**src/rtl/fifo_pkg.sv**
```systemverilog
// rtl/fifo_pkg.sv - shared size constants for the synchronous FIFO
//
// Purpose : default data width and depth for fifo/fifo_mem, plus the
//           pointer width derived from the depth.
// Ports   : none (package).
package fifo_pkg;

   localparam int FIFO_DATA_WIDTH = 32;
   localparam int FIFO_DEPTH      = 8;
   localparam int FIFO_ADDR_WIDTH = $clog2(FIFO_DEPTH);

endpackage : fifo_pkg

```
**src/rtl/fifo_mem.sv**
```systemverilog
// rtl/fifo_mem.sv - DEPTH x DATA_WIDTH storage array for the FIFO
//
// Purpose : plain storage with one synchronous write port and one
//           combinational read port. Contents are deliberately not reset.
//           The parent only ever registers read_data on an accepted read,
//           so stale entries cannot leak out.
// Ports   : clock         - write clock
//           write_enable  - store write_data at write_address this edge
//           write_address - slot to write
//           write_data    - value to store
//           read_address  - slot to look at (the FIFO read pointer)
//           read_data     - combinational contents of read_address
module fifo_mem
   import fifo_pkg::*;
#(
   parameter int DATA_WIDTH = FIFO_DATA_WIDTH,
   parameter int DEPTH      = FIFO_DEPTH,
   parameter int ADDR_WIDTH = $clog2(DEPTH)
) (
   input  logic                  clock,
   input  logic                  write_enable,
   input  logic [ADDR_WIDTH-1:0] write_address,
   input  logic [DATA_WIDTH-1:0] write_data,
   input  logic [ADDR_WIDTH-1:0] read_address,
   output logic [DATA_WIDTH-1:0] read_data
);

   logic [DATA_WIDTH-1:0] mem [DEPTH];

   always_ff @(posedge clock) begin
      if (write_enable) begin
         mem[write_address] <= write_data;
      end
   end

   assign read_data = mem[read_address];

endmodule : fifo_mem

```
**src/rtl/fifo.sv**
```systemverilog
// rtl/fifo.sv - single-clock first-in first-out buffer with registered output
//
// Purpose : DEPTH-entry FIFO. The pointers, the occupancy counter and the
//           flags are kept here, and the storage lives in fifo_mem. Read
//           data is registered, so q shows the popped entry right after
//           the edge that accepts the read.
// Ports   : clock        - single clock, rising edge
//           reset        - asynchronous, active-high reset
//           data         - write data
//           write_enable - write request
//           read_enable  - read request
//           q            - registered read data, held when no read is accepted
//           fifo_full    - occupancy == DEPTH
//           fifo_empty   - occupancy == 0
module fifo
   import fifo_pkg::*;
#(
   parameter int DATA_WIDTH = FIFO_DATA_WIDTH,
   parameter int DEPTH      = FIFO_DEPTH,
   parameter int ADDR_WIDTH = $clog2(DEPTH)
) (
   input  logic                  clock,
   input  logic                  reset,
   input  logic [DATA_WIDTH-1:0] data,
   input  logic                  write_enable,
   input  logic                  read_enable,
   output logic [DATA_WIDTH-1:0] q,
   output logic                  fifo_full,
   output logic                  fifo_empty
);

   localparam logic [ADDR_WIDTH:0]   FULL_COUNT = (ADDR_WIDTH+1)'(DEPTH);
   localparam logic [ADDR_WIDTH-1:0] PTR_ONE    = ADDR_WIDTH'(1);
   localparam logic [ADDR_WIDTH:0]   CNT_ONE    = (ADDR_WIDTH+1)'(1);

   logic [ADDR_WIDTH-1:0] write_pointer;
   logic [ADDR_WIDTH-1:0] read_pointer;
   logic [ADDR_WIDTH:0]   count;
   logic [DATA_WIDTH-1:0] mem_read_data;
   logic                  read_accept;
   logic                  write_accept;

   // A read needs something stored. A write may proceed when full only if
   // a read frees the oldest slot at the same edge. Because the read side
   // only looks at the flag, a write into an empty FIFO is never bypassed
   // to q.
   assign read_accept  = read_enable && !fifo_empty;
   assign write_accept = write_enable && (!fifo_full || read_accept);

   assign fifo_full  = (count == FULL_COUNT);
   assign fifo_empty = (count == '0);

   fifo_mem #(
      .DATA_WIDTH (DATA_WIDTH),
      .DEPTH      (DEPTH),
      .ADDR_WIDTH (ADDR_WIDTH)
   ) u_mem (
      .clock         (clock),
      .write_enable  (write_accept),
      .write_address (write_pointer),
      .write_data    (data),
      .read_address  (read_pointer),
      .read_data     (mem_read_data)
   );

   // Pointers are exactly ADDR_WIDTH wide, so a plain increment wraps
   // modulo DEPTH for the power-of-two depths supported.
   always_ff @(posedge clock or posedge reset) begin
      if (reset) begin
         write_pointer <= '0;
         read_pointer  <= '0;
      end else begin
         if (write_accept) begin
            write_pointer <= write_pointer + PTR_ONE;
         end
         if (read_accept) begin
            read_pointer <= read_pointer + PTR_ONE;
         end
      end
   end

   always_ff @(posedge clock or posedge reset) begin
      if (reset) begin
         count <= '0;
      end else begin
         case ({write_accept, read_accept})
            2'b10:   count <= count + CNT_ONE;
            2'b01:   count <= count - CNT_ONE;
            default: count <= count;
         endcase
      end
   end

   always_ff @(posedge clock or posedge reset) begin
      if (reset) begin
         q <= '0;
      end else if (read_accept) begin
         q <= mem_read_data;
      end
   end

endmodule : fifo

```
**config.mk**
```make
export PLATFORM = sky130hd
export DESIGN_NAME = fifo
export DESIGN_NICKNAME = d
export VERILOG_FILES = /design/src/rtl/fifo_pkg.sv /design/src/rtl/fifo_mem.sv /design/src/rtl/fifo.sv
export SDC_FILE = /design/constraint.sdc
export NUM_CORES = 1
export LEC_CHECK = 0
export ABC_AREA = 1
export ABC_CLOCK_PERIOD_IN_PS = 8550
export CORE_ASPECT_RATIO = 1.1
export CORE_UTILIZATION = 40
export CTS_CLUSTER_SIZE = 16
export DETAILED_ROUTE_END_ITERATION = 8
export GPL_ROUTABILITY_DRIVEN = 0
export SLEW_MARGIN = 10
export SYNTH_ARGS = -nofsm -noshare
export SYNTH_HDL_FRONTEND = slang
export SYNTH_HIERARCHICAL = 1
export SYNTH_SLANG_ARGS = --single-unit
export TNS_END_PERCENT = 1
```
**constraint.sdc**
```tcl
create_clock -name clock -period 8.55 [get_ports clock]
set_clock_uncertainty 0.2 [all_clocks]
set_input_delay 1.71 -clock clock [delete_from_list [all_inputs] [get_ports clock]]
set_output_delay 1.71 -clock clock [all_outputs]
set_load 0.005 [all_outputs]
```
==> impl_metrics.env, run 1 <==
export IMPL_route_detailed_drc=0
export IMPL_hold_viol=0
export IMPL_arrival_ns=4.49
export IMPL_p_per_area_nw_per_um2=323
export IMPL_grt_overflow=0
export IMPL_dp_hpwl_um=14300
export IMPL_ys_top_cells_by_area="edfxtp_1, nand2_1, dfrtp_1"
export IMPL_period_share_pct=52.9
export IMPL_postCtsSetupBuffers=0
export IMPL_die_y_um=191
export IMPL_start_util_pct=41.0
export IMPL_ys_seq_area_share_pct=67.1
export IMPL_first_pass_iters=5
export IMPL_worstPathRequired_ns=8.51
export IMPL_fmax_mhz=221
export IMPL_area_growth_pct=14.9
export IMPL_synth_top_cells_by_count="nand2_1, inv_1, edfxtp_1, nand3_1, dfrtp_1"
export IMPL_p_sw_mw=1.70
export IMPL_worst_pin_slew_ns=1.24
export IMPL_synth_most_common_cell="nand2_1"
export IMPL_grt_antenna_before_repair=0
export IMPL_hold_class="reg2reg"
export IMPL_p_clk_share_pct=26.0
export IMPL_post_cts_resized=0
export IMPL_nets=1419
export IMPL_grt_total_usage_pct=16.5
export IMPL_cts_root_buf="clkbuf_16"
export IMPL_portBuffers=69
export IMPL_drtIter0Drc=610
export IMPL_fin_tns_setup_ns=0
export IMPL_via_count=8217
export IMPL_ios=70
export IMPL_p_sw_share_pct=35.2
export IMPL_htreeDepth=1
export IMPL_die_x_um=174
export IMPL_status="finished, final reports clean"
export IMPL_min_period_ns=4.52
export IMPL_route_antenna_remaining_nets=0
export IMPL_rsz0062_at_grt="false"
export IMPL_hold_slack_ns=0.279
export IMPL_synth_edff_count=256
export IMPL_p_leak_nw=6.86
export IMPL_maxSlewViolCount=0
export IMPL_grt_pass1_vias=8231
export IMPL_postSynthAreaPerCell_um2=9.82
export IMPL_worstSetupEndpointType="flip-flop"
export IMPL_ys_flop_type="edfxtp_1"
export IMPL_dieArea_um2=33300
export IMPL_cts_tree="built"
export IMPL_row_count=68
export IMPL_post_drt_wl_per_cell_um=14.5
export IMPL_ctsHoldBuffers=0
export IMPL_syn_area_um2=13000
export IMPL_cts_inserted_buffers=31
export IMPL_drive_above_1_share_pct=5.35
export IMPL_core_area_um2=31700
export IMPL_cap_viol_max_count=0
export IMPL_ys_warn_count=6
export IMPL_worst_setup_path_type="in2reg"
export IMPL_clock_sinks=298
export IMPL_grt_max_degree=81
export IMPL_seqPwrFrac_pct=41.9
export IMPL_syn_inst=1325
export IMPL_cp_start_kind="input pin"
export IMPL_combinationalPowerShare_pct=32.1
export IMPL_synth_seq_cells=298
export IMPL_p_int_mw=3.13
export IMPL_ir_drop_uv=182
export IMPL_diodes=0
export IMPL_slew_headroom_pct=16.9
export IMPL_synth_top_area_share_pct=59.1
export IMPL_clk_latency_ns=0.55
export IMPL_clk_pin_slew_ns=0.06
export IMPL_crit_fanout=39
export IMPL_setup_viol=0
export IMPL_routed_wl_um=26500
export IMPL_synth_distinct_cells=24
export IMPL_via_per_inst=4.51
export IMPL_synth_nets=1366
export IMPL_cts_buffer_depth=3
export IMPL_grt_pass1_wl_um=42800
export IMPL_synthArstFlopShare_pct=14.1
export IMPL_synth_top_area_cell="edfxtp_1"
cells by family (layout without fill, tap and decap cells):
group | count (synthesis) | after routing | synth area share [%]
compound gates | 2 | 2 | 0.106
xor+xnor | 6 | 6 | 0.404
fa+ha+maj | 5 | 5 | 0.538
buf+inv | 331 | 408 | 10.6
flops | 298 | 298 | 67.1
simple gates | 683 | 683 | 21.2
registers in the layout, summed over array words and instances, names as in the netlist:
register	cells
q	32
read_pointer	3
count	4
u_mem/mem	256
write_pointer	3
power by group through the flow:
stage	registers [mW]	logic, mW	clock network [mW]
after floorplan	1.99	1.13	0
after global placement	2.05	1.54	0
after detailed placement	2.05	1.57	0
after CTS	2.03	1.57	1.28
after global routing	2.06	1.77	1.34
final	2.02	1.55	1.25
layout by cell type, fill, tap and decap left out:
cell type and count:
clkbuf_16 31, xnor2_1 4, nand3_2 1, clkinv_1 4, clkbuf_1 7, xor2_1 2
a21oi_2 1, clkinvlp_4 3, o21ai_0 1, inv_1 271, nand2_2 4, clkinv_2 8
inv_2 4, fa_1 1, nand4_1 1, nor2_1 4, clkbuf_8 3, buf_4 6
nand2_4 1, dfrtp_2 1, bufinv_16 1, clkdlybuf4s50_1 69, dfrtp_4 1, dfrtp_1 40
nor2_4 8, nand3_1 132, ha_1 4, nor2_2 1, nand2_1 531, clkinv_4 1
edfxtp_1 256
critical path, stage by stage:
cell and delay, ns:
clkdlybuf4s50_1 0.47, nand2_2 0.54, nand2_2 0.26, nand2_2 0.11
inv_1 0.11, nand2_1 0.24, nor2_4 1.01
through the flow:
| step | instances | utilization (%) | power (mW) | cell area [um^2] | setup WS, ns |
|---|---|---|---|---|---|
| 4_1_cts | 1822 | 47.1 | 4.88 | 15000 | 4.03 |
| 3_3_place_gp | 1765 | 44.1 | 3.59 | 14000 | 3.53 |
| 3_5_place_dp | 1765 | 44.1 | 3.62 | 14000 | 3.45 |
| 6_report | 1822 | 47.1 | 4.83 | 15000 | 4.03 |
| 5_1_grt | 1822 | 47.1 | 5.17 | 15000 | 3.85 |
| 2_1_floorplan | 1325 | - | 3.12 | 13000 | 4.34 |
final timing paths:
kind | to | cells after the start | start | slack [ns]
worst min-delay path | q[7] | 2 | q[7] | 0.28
worst max register to register | q[31] | 9 | read_pointer[0] | 5.08
min in group asynchronous | read_pointer[0] | 2 | reset | 1.52
worst min register to register | q[7] | 2 | q[7] | 0.28
max in group asynchronous | read_pointer[0] | 2 | reset | 5.92
worst max-delay path | u_mem/mem[7][23] | 7 | read_enable | 4.03
final cells by class:
class | count | area [um^2]
flip-flops and latches | 298 | 8740
well taps | 420 | 526
repair buffers | 75 | 736
fillers | 2910 | 16800
multi-input cells | 696 | 2950
clock inverters | 16 | 111
inverters | 276 | 1040
clock buffers | 41 | 843
metal layers:
layer	global-route usage, %	up-vias	wire, um
li1	-	4193	-
met1	20.2	3834	11700
met2	30.2	148	13300
met3	2.23	42	885
met4	5.16	0	583
met5	0	-	0
(Power assumes the default switching activity.)
==> inputs of run 2 (changes only) <==
--- a/config.mk
+++ b/config.mk
@@ -6,7 +6,7 @@
 export NUM_CORES = 1
 export LEC_CHECK = 0
 export ABC_AREA = 1
-export ABC_CLOCK_PERIOD_IN_PS = 8550
+export ABC_CLOCK_PERIOD_IN_PS = 4570
 export CORE_ASPECT_RATIO = 1.1
 export CORE_UTILIZATION = 40
 export CTS_CLUSTER_SIZE = 16
==> constraint.sdc (replaced) <==
create_clock -name clock -period 4.57 [get_ports clock]
set_clock_uncertainty 0.2 [all_clocks]
set_input_delay 0.914 -clock clock [delete_from_list [all_inputs] [get_ports clock]]
set_output_delay 0.914 -clock clock [all_outputs]
set_load 0.005 [all_outputs]
==> impl_metrics.env, run 2 (synthesis results as in run 1) <==
export IMPL_clk_pin_slew_ns=0.06
export IMPL_crit_fanout=4
export IMPL_die_x_um=174
export IMPL_row_count=68
export IMPL_grt_pass1_vias=8529
export IMPL_most_common_layout_cells="nand2_1, inv_1, edfxtp_1"
export IMPL_cp_start_kind="flip-flop"
export IMPL_rsz0062_at_grt="false"
export IMPL_drive_above_1_share_pct=6.14
export IMPL_cts_root_buf="clkbuf_16"
export IMPL_fin_tns_setup_ns=0
export IMPL_setup_ws_ns=1.46
export IMPL_slew_headroom_pct=39.3
export IMPL_post_place_ws_ns=1.06
export IMPL_hold_class="reg2reg"
export IMPL_first_pass_iters=5
export IMPL_worstSetupStartpoint="count[0]"
export IMPL_worst_pin_slew_ns=0.910
export IMPL_cap_viol_max_count=0
export IMPL_postCtsSetupBuffers=0
export IMPL_holdPathStages=2
export IMPL_cts_inserted_buffers=31
export IMPL_hold_viol=0
export IMPL_grt_total_usage_pct=17.7
export IMPL_diodes=0
export IMPL_htreeDepth=1
export IMPL_drtIter0Drc=572
export IMPL_worst_setup_path_type="reg2out"
export IMPL_portBuffers=69
export IMPL_ir_drop_uv=343
export IMPL_fmax_mhz=322
export IMPL_clk_latency_ns=0.56
export IMPL_setup_viol=0
export IMPL_dp_hpwl_um=16400
export IMPL_post_drt_wl_per_cell_um=15.4
export IMPL_via_count=8486
export IMPL_ios=70
export IMPL_finalPower_mw=9.05
export IMPL_final_common_cell="nand2_1"
export IMPL_routed_wl_um=28200
export IMPL_core_area_um2=31700
export IMPL_start_util_pct=41.0
export IMPL_p_per_area_nw_per_um2=602
export IMPL_nets=1432
export IMPL_worstSetupEndpointType="output port"
export IMPL_hold_path_startpoint="q[3]"
export IMPL_via_per_inst=4.62
export IMPL_area_growth_pct=15.6
export IMPL_worstPathRequired_ns=3.46
export IMPL_top_regs="u_mem/mem (256), q (32), count (4)"
export IMPL_maxSlewViolCount=0
export IMPL_route_antenna_remaining_nets=0
export IMPL_route_detailed_drc=0
export IMPL_place_inst=1778
export IMPL_grt_max_degree=83
export IMPL_clock_sinks=298
export IMPL_cts_buffer_depth=3
export IMPL_dieArea_um2=33300
export IMPL_rr_startpoint="read_pointer[0]"
export IMPL_grt_antenna_before_repair=0
export IMPL_p_leak_nw=6.92
export IMPL_min_period_ns=3.11
export IMPL_largest_reg_flops=256
export IMPL_cts_tree="built"
export IMPL_grt_pass1_wl_um=46300
export IMPL_arrival_ns=2.00
export IMPL_die_y_um=191
export IMPL_hold_slack_ns=0.274
export IMPL_reg2regPathDepth=9
export IMPL_period_share_pct=68.1
export IMPL_status="finished, final reports clean"
export IMPL_regMostFlops="u_mem/mem"
export IMPL_ctsHoldBuffers=0
export IMPL_grt_overflow=0
export IMPL_layoutNonFillerInstCount=1836
export IMPL_post_cts_resized=0
==> run 2: cell count changes in the layout (fill, tap and decap cells not counted), sizes merged <==
cell	previous run	this run
buf	6	19
bufinv	1	0
clkinv	13	15
==> run 2: path summary, 6_finish.rpt <==
| kind | to | slack [ns] |
|---|---|---|
| setup / recovery | fifo_full | 1.46 |
| setup reg to reg | q[11] | 1.47 |
| hold / removal | q[3] | 0.27 |
| hold reg to reg | q[3] | 0.27 |
| max in group asynchronous | q[28] | 2.88 |
| min in group asynchronous | read_pointer[0] | 0.49 |
==> run 2: final cells by class <==
cell class	count	area (um^2)
timing repair buffer	88	846
clock inverter	17	97.6
multi-input combinational	696	2950
tap	420	526
inverter	276	1040
fill	2934	16700
clock buffer	41	843
sequential	298	8740
==> run 2: critical path: stages, from the launching register on <==
cell and delay [ns]:
dfrtp_1 0.43, nor2_1 0.19, nand3_1 0.15, inv_1 0.15
clkdlybuf4s50_1 0.52
==> run 2: metrics by stage <==
step	utilization, %	instance area, um^2
after global placement	44.4	14100
after detailed placement	44.4	14100
after CTS	47.4	15000
after floorplan	-	13000
after global routing	47.4	15000
final	47.4	15000
==> run 2: per-layer routing <==
layer / up-vias / share of wire, % / global-route usage [%] / wire (um)
met3: 38 / 3.7 / 2.07 / 1030
met5: - / 0 / 0 / 0
met1: 4075 / 46 / 23.6 / 12900
met4: 0 / 1.6 / 4.45 / 451
li1: 4217 / - / - / -
met2: 156 / 49 / 30.9 / 13900
==> run 2: report_power, final <==
part / switching, mW / internal (mW) / leakage, nW
registers: 0.251 / 3.50 / 2.84
clock network: 1.03 / 1.30 / 0.456
logic: 1.95 / 1.03 / 3.62
total: 3.23 / 5.83 / 6.92
==> edit, RTL diff (flow settings as in run 2) <==
Change the package constant `FIFO_DEPTH` from 8 to 4.
--- a/src/rtl/fifo_pkg.sv
+++ b/src/rtl/fifo_pkg.sv
@@ -6,7 +6,7 @@
 package fifo_pkg;
 
    localparam int FIFO_DATA_WIDTH = 32;
-   localparam int FIFO_DEPTH      = 8;
+   localparam int FIFO_DEPTH      = 4;
    localparam int FIFO_ADDR_WIDTH = $clog2(FIFO_DEPTH);
 
 endpackage : fifo_pkg
Function: changed (a bounded check fails within 10 cycles, from zero or initial values and one cycle with reset high).
==> edit against run 2 <==
  * The run now ends with DRC left
  * Non-clock buffer count decreased by 8
  * Design area decreased by 43%
  * Wire length decreased by 51%
  * Sequential share of layout area decreased by 2.1 points
  * Sequential cell count decreased by 131
  * Sequential power decreased by 41%
  * Total power decreased by 40%
  * Critical path depth increased by 4
  * Setup slack improved by 0.085 ns
  * Worst hold slack improved by 0.035 ns
  * Area after synthesis decreased by 45%
  * Synthesized cell count decreased by 53%
  * Highest routed layer unchanged
==> edit: results (changes against run 2) <==
| Metric | Value |
|---|---|
| Clock latency on the worst-skew pair | 0.42 ns (-0.14 ns) |
| Part of the power in registers | 40.6% (-0.8 points) |
| Placed wire-length estimate | 8470 um (-48%) |
| Maximum number of pins on one net before global-route repair | 67 (-19%) |
| Maximum number of buffers from clock root to sink | 2 (-1) |
| Number of buffers created by CTS | 17 (-45%) |
| Layout Nets | 738 (-48%) |
| Met3 Wirelength | 635 um (-38%) |
| Net switching power figure | 1.76 mW (-46%) |
| Final worst hold slack | 0.309 ns (+0.0354 ns) |
| Global Route met3 Usage | 4.29% (+2.2 points) |
| GRT Resource Usage Total | 16.6% (-1.2 points) |
| Met2 routing resource usage after global routing | 28.0% (-2.8 points) |
| Area after DPL | 8050 um^2 (-43%) |
| Violations in the final reports | DRC |
| First-pass GRT wire length | 22300 um (-52%) |
| Number of design rule violations left after detail routing | 1 (+1) |
| Beginning of the worst register-to-register path | count[0] |
| Part of the Yosys area used for sequential elements | 67.2% (about the same) |
| Clock network fraction of total power | 24.6% (-1.0 points) |
| Number of distinct library cell variants in the gate-level netlist after synthesis | 23 (-4.2%) |
| R2R Path End | u_mem/mem[2][13] |
| Worst reg-to-reg setup slack | 2.17 ns (+0.70 ns) |
| Syn nets | 662 (-52%) |
| Post-Layout Cell Count | 952 (-48%) |
| Result of the run | finished with violations |
| Count of flip-flops with a built-in enable after synthesis | 128 (-50%) |
| End of the worst hold path | q[13] |
| Depth of the CTS H-tree | 4 (+3) |
| Number of stages on the worst hold path | 1 (-1) |
| Leading post-synthesis cells by cell area | edfxtp_1 54%, dfrtp_1 14%, nand2_1 8.8% |
| Via count of the first global-routing pass | 4286 (-50%) |
| Top cells by instance count after synthesis | 168 x nand2_1, 146 x inv_1, 128 x edfxtp_1 |
| DRT Pass-1 Iters | 6 (+1) |
| Synth async-reset ratio | 23.4% (+9.3 points) |
| Number of placed instances with taps included | 920 (-48%) |
| Synth top area share | 53.6% (-5.5 points) |
| Largest driver fanout on the critical path | 16 (+12) |
| Wire length on met1 | 5930 um (-54%) |
| First DRT Iteration DRCs | 302 (-47%) |
| Wirelength, routed | 13900 um (-51%) |
edit: cell count changes in the layout (fill, tap and decap cells not counted), sizes merged, moves of 7 or more:
cell / run 2 / this run
nand2: 536 / 170
edfxtp: 256 / 128
inv: 275 / 152
nand3: 133 / 68
mux2: 0 / 32
clkbuf: 41 / 18
clkinv: 15 / 4
buf: 19 / 11
nor2: 13 / 6
edit: how the worst max path moves through the flow:
stage / startpoint / end / depth (start not counted)
floorplan: read_enable / u_mem/mem[1][0] / 6
global placement: read_enable / u_mem/mem[2][17] / 8
detailed placement: read_enable / u_mem/mem[2][19] / 8
CTS: read_enable / u_mem/mem[2][11] / 8
global route: read_enable / u_mem/mem[3][15] / 8
finish: read_enable / u_mem/mem[2][13] / 8
edit: cell families after synthesis:
family / after synthesis / share of synthesized area (%)
buffers and inverters: 170 / 10.7
AND/OR/NAND/NOR: 250 / 14.9
multiplexers: 32 / 6.49
XOR/XNOR: 3 / 0.366
flip-flops: 167 / 67.2
AO/OA/AOI/OAI: 2 / 0.139
adder cells (fa/ha/maj): 1 / 0.279
edit: area by class of cell:
class / instances / area [um^2]
clock buffer: 18 / 429
clock inverter: 14 / 125
fill: 1576 / 9000
inverter: 147 / 552
multi-input combinational: 288 / 1610
sequential: 167 / 4820
tap: 238 / 298
timing repair buffer: 80 / 773
edit: per-stage QoR:
stage / util [%] / setup slack, ns
2_1_floorplan: - / 0.545
3_3_place_gp: 45.7 / 1.13
3_5_place_dp: 45.7 / 1.09
4_1_cts: 48.9 / 1.53
5_1_grt: 48.9 / 1.45
6_report: 48.9 / 1.54
edit: worst max-delay path, stage by stage:
cell	delay [ns]
clkdlybuf4s50_1	0.68
inv_1	0.07
nand2_1	0.07
nand2_1	0.09
inv_1	0.09
inv_1	0.10
nor3_2	0.53
buf_4	0.38
